===== src/rtl/mc_control_unit_if.sv =====
// Bus between the instruction register/flags side and the datapath controls of
// the multicycle control unit. clk and reset stay outside as plain ports.
interface mc_control_unit_if #(
    parameter int ALUCTL_W = 3
);
    logic [1:0]          Op;
    logic [5:0]          Funct;
    logic [3:0]          Rd;
    logic [3:0]          Instr74;
    // MemReady: memory raises it in the cycle an access completes; FETCH, MEMRD and
    // MEMWR keep their outputs steady until it is sampled high on a rising edge.
    logic                MemReady;
    logic [1:0]          FlagW;
    logic                PCS;
    logic                NextPC;
    logic                RegW;
    logic                MemW;
    logic                IRWrite;
    logic                AdrSrc;
    logic [1:0]          ResultSrc;
    logic [1:0]          ALUSrcA;
    logic [1:0]          ALUSrcB;
    logic [1:0]          ImmSrc;
    logic [1:0]          RegSrc;
    logic [ALUCTL_W-1:0] ALUControl;
    logic                MulStart;
    logic                Undef;
    logic [3:0]          State;

    modport master (
        output Op, Funct, Rd, Instr74, MemReady,
        input  FlagW, PCS, NextPC, RegW, MemW, IRWrite, AdrSrc, ResultSrc,
               ALUSrcA, ALUSrcB, ImmSrc, RegSrc, ALUControl, MulStart, Undef, State
    );

    modport slave (
        input  Op, Funct, Rd, Instr74, MemReady,
        output FlagW, PCS, NextPC, RegW, MemW, IRWrite, AdrSrc, ResultSrc,
               ALUSrcA, ALUSrcB, ImmSrc, RegSrc, ALUControl, MulStart, Undef, State
    );
endinterface


===== src/rtl/mc_control_unit.sv =====
// Multicycle ARM control unit: main FSM with memory wait states and an iterative
// multiply state, ALU/flag decode and PC-source logic.
module mc_control_unit #(
    parameter int ALUCTL_W    = 3,
    parameter int MUL_CYCLES  = 4,
    parameter int MEM_WAIT_EN = 1
) (
    input  logic               clk,
    input  logic               reset,
    mc_control_unit_if.slave   bus
);
    localparam logic [3:0] S_FETCH  = 4'd0;
    localparam logic [3:0] S_DECODE = 4'd1;
    localparam logic [3:0] S_MEMADR = 4'd2;
    localparam logic [3:0] S_MEMRD  = 4'd3;
    localparam logic [3:0] S_MEMWB  = 4'd4;
    localparam logic [3:0] S_MEMWR  = 4'd5;
    localparam logic [3:0] S_EXECR  = 4'd6;
    localparam logic [3:0] S_EXECI  = 4'd7;
    localparam logic [3:0] S_ALUWB  = 4'd8;
    localparam logic [3:0] S_BRANCH = 4'd9;
    localparam logic [3:0] S_MULEX  = 4'd10;

    logic [3:0] r_state;
    logic [3:0] r_cnt;
    logic [3:0] w_next;
    logic       w_mem_rdy;
    logic       w_is_mul;
    logic       w_fn_ok;
    logic       w_is_cmp;
    logic       w_is_tst;
    logic       w_arith;
    logic       w_s;
    logic [2:0] w_alu3;
    logic       w_undef;
    logic       w_regw;
    logic       w_branch;

    assign w_mem_rdy = (MEM_WAIT_EN != 0) ? bus.MemReady : 1'b1;
    assign w_is_mul  = (bus.Op == 2'b00) && (bus.Funct[5:4] == 2'b00) && (bus.Instr74 == 4'b1001);
    assign w_is_cmp  = (bus.Funct[4:1] == 4'b1010);
    assign w_is_tst  = (bus.Funct[4:1] == 4'b1000);
    assign w_arith   = (bus.Funct[4:1] == 4'b0100) || (bus.Funct[4:1] == 4'b0010) ||
                       (bus.Funct[4:1] == 4'b0011) || w_is_cmp;
    assign w_s       = bus.Funct[0] | w_is_cmp | w_is_tst;

    always_comb begin
        w_alu3  = 3'b000;
        w_fn_ok = 1'b1;
        case (bus.Funct[4:1])
            4'b0000: w_alu3 = 3'b000;
            4'b0001: w_alu3 = 3'b100;
            4'b0010: w_alu3 = 3'b001;
            4'b0011: w_alu3 = 3'b101;
            4'b0100: w_alu3 = 3'b000;
            4'b1000: w_alu3 = 3'b010;
            4'b1010: w_alu3 = 3'b001;
            4'b1100: w_alu3 = 3'b011;
            4'b1101: w_alu3 = 3'b110;
            default: w_fn_ok = 1'b0;
        endcase
    end

    always_comb begin
        w_next  = r_state;
        w_undef = 1'b0;
        case (r_state)
            S_FETCH:  if (w_mem_rdy) w_next = S_DECODE;
            S_DECODE: begin
                if (bus.Op == 2'b01)      w_next = S_MEMADR;
                else if (bus.Op == 2'b10) w_next = S_BRANCH;
                else if (bus.Op == 2'b11) begin w_undef = 1'b1; w_next = S_FETCH; end
                else if (w_is_mul)        w_next = S_MULEX;
                else if (!w_fn_ok)        begin w_undef = 1'b1; w_next = S_FETCH; end
                else if (bus.Funct[5])    w_next = S_EXECI;
                else                      w_next = S_EXECR;
            end
            S_MEMADR: w_next = bus.Funct[0] ? S_MEMRD : S_MEMWR;
            S_MEMRD:  if (w_mem_rdy) w_next = S_MEMWB;
            S_MEMWR:  if (w_mem_rdy) w_next = S_FETCH;
            S_EXECR,
            S_EXECI:  w_next = S_ALUWB;
            S_MULEX:  if (r_cnt == 4'd0) w_next = S_ALUWB;
            default:  w_next = S_FETCH;
        endcase
    end

    // The counter reloads on MULEX entry, so it equals MUL_CYCLES-1 only in the first cycle.
    always_ff @(posedge clk or negedge reset) begin
        if (!reset) begin
            r_state <= S_FETCH;
            r_cnt   <= 4'd0;
        end else begin
            r_state <= w_next;
            if (r_state == S_DECODE && w_next == S_MULEX)
                r_cnt <= 4'(MUL_CYCLES - 1);
            else if (r_state == S_MULEX && r_cnt != 4'd0)
                r_cnt <= r_cnt - 4'd1;
        end
    end

    always_comb begin
        bus.FlagW      = 2'b00;
        bus.NextPC     = 1'b0;
        bus.MemW       = 1'b0;
        bus.IRWrite    = 1'b0;
        bus.AdrSrc     = 1'b0;
        bus.ResultSrc  = 2'b00;
        bus.ALUSrcA    = 2'b00;
        bus.ALUSrcB    = 2'b00;
        bus.ImmSrc     = 2'b00;
        bus.RegSrc     = 2'b00;
        bus.ALUControl = '0;
        bus.MulStart   = 1'b0;
        bus.Undef      = 1'b0;
        bus.State      = 4'd0;
        w_regw         = 1'b0;
        w_branch       = 1'b0;
        // Every output is forced low while reset is held, even though the state is FETCH.
        if (reset) begin
            bus.State  = r_state;
            bus.ImmSrc = bus.Op;
            bus.RegSrc = {bus.Op == 2'b01, bus.Op == 2'b10};
            case (r_state)
                S_FETCH: begin
                    bus.ALUSrcA = 2'b01; bus.ALUSrcB = 2'b10; bus.ResultSrc = 2'b10;
                    bus.IRWrite = w_mem_rdy; bus.NextPC = w_mem_rdy;
                end
                S_DECODE: begin
                    bus.ALUSrcA = 2'b01; bus.ALUSrcB = 2'b10; bus.ResultSrc = 2'b10;
                    bus.Undef   = w_undef;
                end
                S_MEMADR: bus.ALUSrcB = 2'b01;
                S_MEMRD:  bus.AdrSrc = 1'b1;
                S_MEMWB:  begin bus.ResultSrc = 2'b01; w_regw = 1'b1; end
                S_MEMWR:  begin bus.AdrSrc = 1'b1; bus.MemW = 1'b1; end
                S_EXECR, S_EXECI: begin
                    bus.ALUSrcB    = (r_state == S_EXECI) ? 2'b01 : 2'b00;
                    bus.ALUControl = ALUCTL_W'(w_alu3);
                    bus.FlagW      = {w_s, w_s & w_arith};
                end
                S_ALUWB: begin
                    bus.ResultSrc = w_is_mul ? 2'b11 : 2'b00;
                    w_regw        = !(w_is_cmp || w_is_tst) || w_is_mul;
                end
                S_BRANCH: begin
                    bus.ALUSrcB = 2'b01; bus.ResultSrc = 2'b10; w_branch = 1'b1;
                end
                S_MULEX:  bus.MulStart = (r_cnt == 4'(MUL_CYCLES - 1));
                default:  ;
            endcase
        end
        bus.RegW = w_regw;
        bus.PCS  = w_branch | ((bus.Rd == 4'hF) & w_regw);
    end
endmodule


===== src/flat_wrapper.sv =====
// flat-port wrapper written by rule: the top's interface ports become plain ports
module mc_control_unit_flat 
#(
    parameter int ALUCTL_W    = 3,
    parameter int MUL_CYCLES  = 4,
    parameter int MEM_WAIT_EN = 1
)
  (clk, reset, bus_Op, bus_Funct, bus_Rd, bus_Instr74, bus_MemReady, bus_FlagW, bus_PCS, bus_NextPC, bus_RegW, bus_MemW, bus_IRWrite, bus_AdrSrc, bus_ResultSrc, bus_ALUSrcA, bus_ALUSrcB, bus_ImmSrc, bus_RegSrc, bus_ALUControl, bus_MulStart, bus_Undef, bus_State);
  mc_control_unit_if #(.ALUCTL_W(ALUCTL_W)) bus_i ();
  input  logic clk;
  input  logic reset;
  input wire logic [$bits(bus_i.Op)-1:0] bus_Op;
  input wire logic [$bits(bus_i.Funct)-1:0] bus_Funct;
  input wire logic [$bits(bus_i.Rd)-1:0] bus_Rd;
  input wire logic [$bits(bus_i.Instr74)-1:0] bus_Instr74;
  input wire logic [$bits(bus_i.MemReady)-1:0] bus_MemReady;
  output wire logic [$bits(bus_i.FlagW)-1:0] bus_FlagW;
  output wire logic [$bits(bus_i.PCS)-1:0] bus_PCS;
  output wire logic [$bits(bus_i.NextPC)-1:0] bus_NextPC;
  output wire logic [$bits(bus_i.RegW)-1:0] bus_RegW;
  output wire logic [$bits(bus_i.MemW)-1:0] bus_MemW;
  output wire logic [$bits(bus_i.IRWrite)-1:0] bus_IRWrite;
  output wire logic [$bits(bus_i.AdrSrc)-1:0] bus_AdrSrc;
  output wire logic [$bits(bus_i.ResultSrc)-1:0] bus_ResultSrc;
  output wire logic [$bits(bus_i.ALUSrcA)-1:0] bus_ALUSrcA;
  output wire logic [$bits(bus_i.ALUSrcB)-1:0] bus_ALUSrcB;
  output wire logic [$bits(bus_i.ImmSrc)-1:0] bus_ImmSrc;
  output wire logic [$bits(bus_i.RegSrc)-1:0] bus_RegSrc;
  output wire logic [$bits(bus_i.ALUControl)-1:0] bus_ALUControl;
  output wire logic [$bits(bus_i.MulStart)-1:0] bus_MulStart;
  output wire logic [$bits(bus_i.Undef)-1:0] bus_Undef;
  output wire logic [$bits(bus_i.State)-1:0] bus_State;
  assign bus_i.Op = bus_Op;
  assign bus_i.Funct = bus_Funct;
  assign bus_i.Rd = bus_Rd;
  assign bus_i.Instr74 = bus_Instr74;
  assign bus_i.MemReady = bus_MemReady;
  assign bus_FlagW = bus_i.FlagW;
  assign bus_PCS = bus_i.PCS;
  assign bus_NextPC = bus_i.NextPC;
  assign bus_RegW = bus_i.RegW;
  assign bus_MemW = bus_i.MemW;
  assign bus_IRWrite = bus_i.IRWrite;
  assign bus_AdrSrc = bus_i.AdrSrc;
  assign bus_ResultSrc = bus_i.ResultSrc;
  assign bus_ALUSrcA = bus_i.ALUSrcA;
  assign bus_ALUSrcB = bus_i.ALUSrcB;
  assign bus_ImmSrc = bus_i.ImmSrc;
  assign bus_RegSrc = bus_i.RegSrc;
  assign bus_ALUControl = bus_i.ALUControl;
  assign bus_MulStart = bus_i.MulStart;
  assign bus_Undef = bus_i.Undef;
  assign bus_State = bus_i.State;
  mc_control_unit #(.ALUCTL_W(ALUCTL_W), .MUL_CYCLES(MUL_CYCLES), .MEM_WAIT_EN(MEM_WAIT_EN)) u_core (.clk(clk), .reset(reset), .bus(bus_i));
endmodule

===== config.mk =====
export PLATFORM = sky130hd
export DESIGN_NAME = mc_control_unit_flat
export DESIGN_NICKNAME = d
export VERILOG_FILES = /design/src/rtl/mc_control_unit_if.sv /design/src/rtl/mc_control_unit.sv /design/src/flat_wrapper.sv
export SDC_FILE = /design/constraint.sdc
export NUM_CORES = 1
export LEC_CHECK = 0
export BUFFER_PORTS_ARGS = -buffer_cell sky130_fd_sc_hd__buf_2
export CORE_MARGIN = 2
export CORE_UTILIZATION = 45
export CTS_CLUSTER_SIZE = 12
export DETAILED_ROUTE_END_ITERATION = 7
export PLACE_DENSITY = 0.8
export SETUP_SLACK_MARGIN = 0.5
export SYNTH_ARGS = -nofsm -noshare
export SYNTH_HDL_FRONTEND = slang
export SYNTH_SLANG_ARGS = --single-unit

===== constraint.sdc =====
create_clock -name clk -period 2 [get_ports clk]
set_input_delay 0.1 -clock clk [delete_from_list [all_inputs] [get_ports clk]]
set_output_delay 0.1 -clock clk [all_outputs]
set_load 0.05 [all_outputs]

==> out/qor.yml <==
worst_setup_path:
  critPathMaxFanout: 7
  start_kind: "flop"
  ff2ff_setup_slack_ns: 0.25
  crit_required_ns: 2.15
  endpoint_kind: "flop"
  r2r_cells: 3
  path_class: "reg2reg"
  r2r_end: "u_core.r_cnt[2]"
  r2r-start: "u_core.r_state[2]"
  startpoint: "u_core.r_state[2]"
  worstPathArrival_ns: 1.90
route:
  first_pass_iters: 5
  drt-total-wl_mm: 4.73
  vias_per_cell: 6.29
  vias: 1383
  avgRoutedWirePerCell_um: 21.5
  drc: 0
  routed.top_layer: "met4"
  drt_iter0_markers: 78
  dr_wl_met3_um: 423
  drtAntennaViolNets: 0
  routed-wl-met2_mm: 2.32
  wl_met1_mm: 1.71
synthesis:
  synth_seq_area_share: 0.213
  synth_top_area_share: 0.213
  synthDistinctLibCells: 43
  syn_avg_cell_area_um2: 7.34
  netlist_area_um2: 940
  synth_edf_count: 0
  async_flop_share: 1.00
  synth_fp_nets: 149
  synthCells: 128
  yosysMostFrequentCell: "a21oi_1"
  synth_commonest_cells: "12 x a21oi_1, 11 x nor2_1, 9 x nor3_1"
  synth_top_area_cell: "dfrtp_1"
  synth-main-ff-cell: "dfrtp_1"
  synth_area_leaders: "dfrtp_1 21%, a21oi_1 6.4%, nor2b_1 5.3%"
  yosysWarnings: 0
  synth_seq_cells: 8
power_and_ir_drop:
  power.leakage_nw: 0.771
  peakVddDrop_mv: 1.05
  power_density_nw_per_um2: 1230
global_routing:
  grt_pass1_vias: 1162
  grt_pass1_wl_mm: 5.10
  antenna_found_initial: 0
  grt.overflow.total: 0
  grt_usage: 0.259
  grt_max_degree: 11
placed_design:
  dpl.hpwl_mm: 2.05
  gp_congestion: 0.855
  dpl_cell_area_um2: 1350
  portBuffers: 44
clock_network:
  cts_tree: "built"
  clk_pin_slew_ns: 0.06
  htree_levels: 1
  numCtsBuffers: 3
  root_buffer: "clkbuf_4"
  cts_buffer_depth: 2
  numClockSinks: 8
  clock_latency_ns: 0.25
die:
  fp.coreArea_um2: 1960
  rows: 16
  chipHeight_um: 49.7
  die_area_um2: 2470
  die_w_um: 49.7
  io_pins: 46
  initial_utilization: 0.479
finish:
  area_growth_pct: 90.7
  fin_nets: 216
  final_area_um2: 1790
  layout-drive-gt1-share: 0.632
  antennaDiodeCount: 0
timing:
  min_period_ns: 1.75
  final_max_slew_viol_count: 0
  hold_viol_final: 0
  tns_ns: 0
  fmax_mhz: 573
  rsz0062_at_grt: "yes"
  finalSetupViolations: 0
  fin_skew_ns: 0.00257
  finalCritPeriodShare: 0.873
hold_path:
  min_to: "u_core.r_state[1]"
  hold_start: "bus_Op[1]"
  min_path_type: "in2reg"
  holdPathStages: 2
outcome:
  outcome: "completed"
flow_run:
  max_cap_violations: 0
## cell usage in the layout (no fill, tap or decap), drive strengths merged, types with 2 or more instances in the layout
| cell | netlist | layout |
|---|---|---|
| o21ai | 4 | 4 |
| mux2i | 3 | 3 |
| inv | 8 | 7 |
| nor3 | 9 | 9 |
| xnor2 | 2 | 2 |
| or4 | 2 | 2 |
| a21oi | 12 | 12 |
| nor3b | 4 | 4 |
| clkbuf | 3 | 3 |
| nand4bb | 2 | 2 |
| nand2b | 6 | 6 |
| nor2 | 12 | 12 |
| buf | 6 | 70 |
| ha | 2 | 2 |
| o22ai | 2 | 2 |
| nand2 | 7 | 7 |
| and2 | 6 | 6 |
| a31oi | 2 | 2 |
| nor2b | 8 | 8 |
| nand3b | 2 | 2 |
| dfrtp | 8 | 8 |
## final cells by class
cell class	instances	area, um^2
timing repair buffer	71	566
tap	27	33.8
multi-input combinational	103	932
clock buffer	3	22.5
sequential	8	204
fill	73	170
inverter	8	33.8
## critical path, stage by stage, from the launching register on
cell and delay [ns]:
dfrtp_2 0.49, nand4bb_2 0.36, or4b_4 0.58, a21oi_1 0.23
## what timing repair did
item,CTS,global route
endpoints found under the setup margin,23,23
buffers inserted,14,7
hold endpoints to repair,8,0
pin swaps,6,8
hold buffers,1,0
gates resized for setup,39,30
gates cloned,0,0
## worst max-delay path by stage
stage | slack [ns] | cells past startpoint | to
after floorplan | 0.36 | 4 | bus_ALUControl[1]
after global placement | 0.32 | 6 | bus_Undef
after detailed placement | 0.30 | 6 | bus_Undef
after CTS | 0.39 | 6 | bus_ALUSrcB[0]
after global routing | 0.17 | 3 | u_core.r_cnt[2]
final | 0.25 | 3 | u_core.r_cnt[2]
## registers in the layout, summed over array words and instances (netlist names)
register        count
u_core.r_state      4
u_core.r_cnt        4
## where the power goes
group	internal [mW]	total, mW	switching, mW
logic	0.729	1.74	1.01
clock network	0.0686	0.123	0.0541
registers	0.228	0.333	0.104
total	1.03	2.20	1.17
## kinds of logic (layout without fill, tap and decap cells)
| kind of cell | after synthesis | count (layout) | synth area share |
|---|---|---|---|
| AO/OA/AOI/OAI | 27 | 27 | 0.185 |
| XOR/XNOR | 3 | 3 | 0.0280 |
| adder cells (fa/ha/maj) | 2 | 2 | 0.0266 |
| buffers and inverters | 17 | 82 | 0.0879 |
| flip-flops | 8 | 8 | 0.213 |
| multiplexers | 3 | 3 | 0.0320 |
| other | 1 | 1 | 0.00399 |
| AND/OR/NAND/NOR | 67 | 67 | 0.423 |
## per-stage QoR
| stage | util | worst slack (ns) | total power, mW | hold WS, ns | instances |
|---|---|---|---|---|---|
| 2_1_floorplan | - | 0.361 | 1.28 | -0.196 | 128 |
| 3_3_place_gp | 0.690 | 0.322 | 1.42 | 0.161 | 195 |
| 3_5_place_dp | 0.690 | 0.299 | 1.45 | 0.169 | 195 |
| 4_1_cts | 0.823 | 0.391 | 1.84 | 0.157 | 213 |
| 5_1_grt | 0.913 | 0.172 | 2.28 | 0.235 | 220 |
| 6_report | 0.913 | 0.253 | 2.20 | 0.213 | 220 |
## per-layer routing
| metal | up-vias | GRT usage |
|---|---|---|
| met1 | 641 | 0.327 |
| li1 | 579 | - |
| met5 | - | 0 |
| met3 | 35 | 0.0242 |
| met2 | 128 | 0.482 |
| met4 | 0 | 0.0370 |
Power figures use the tool's default switching activity.
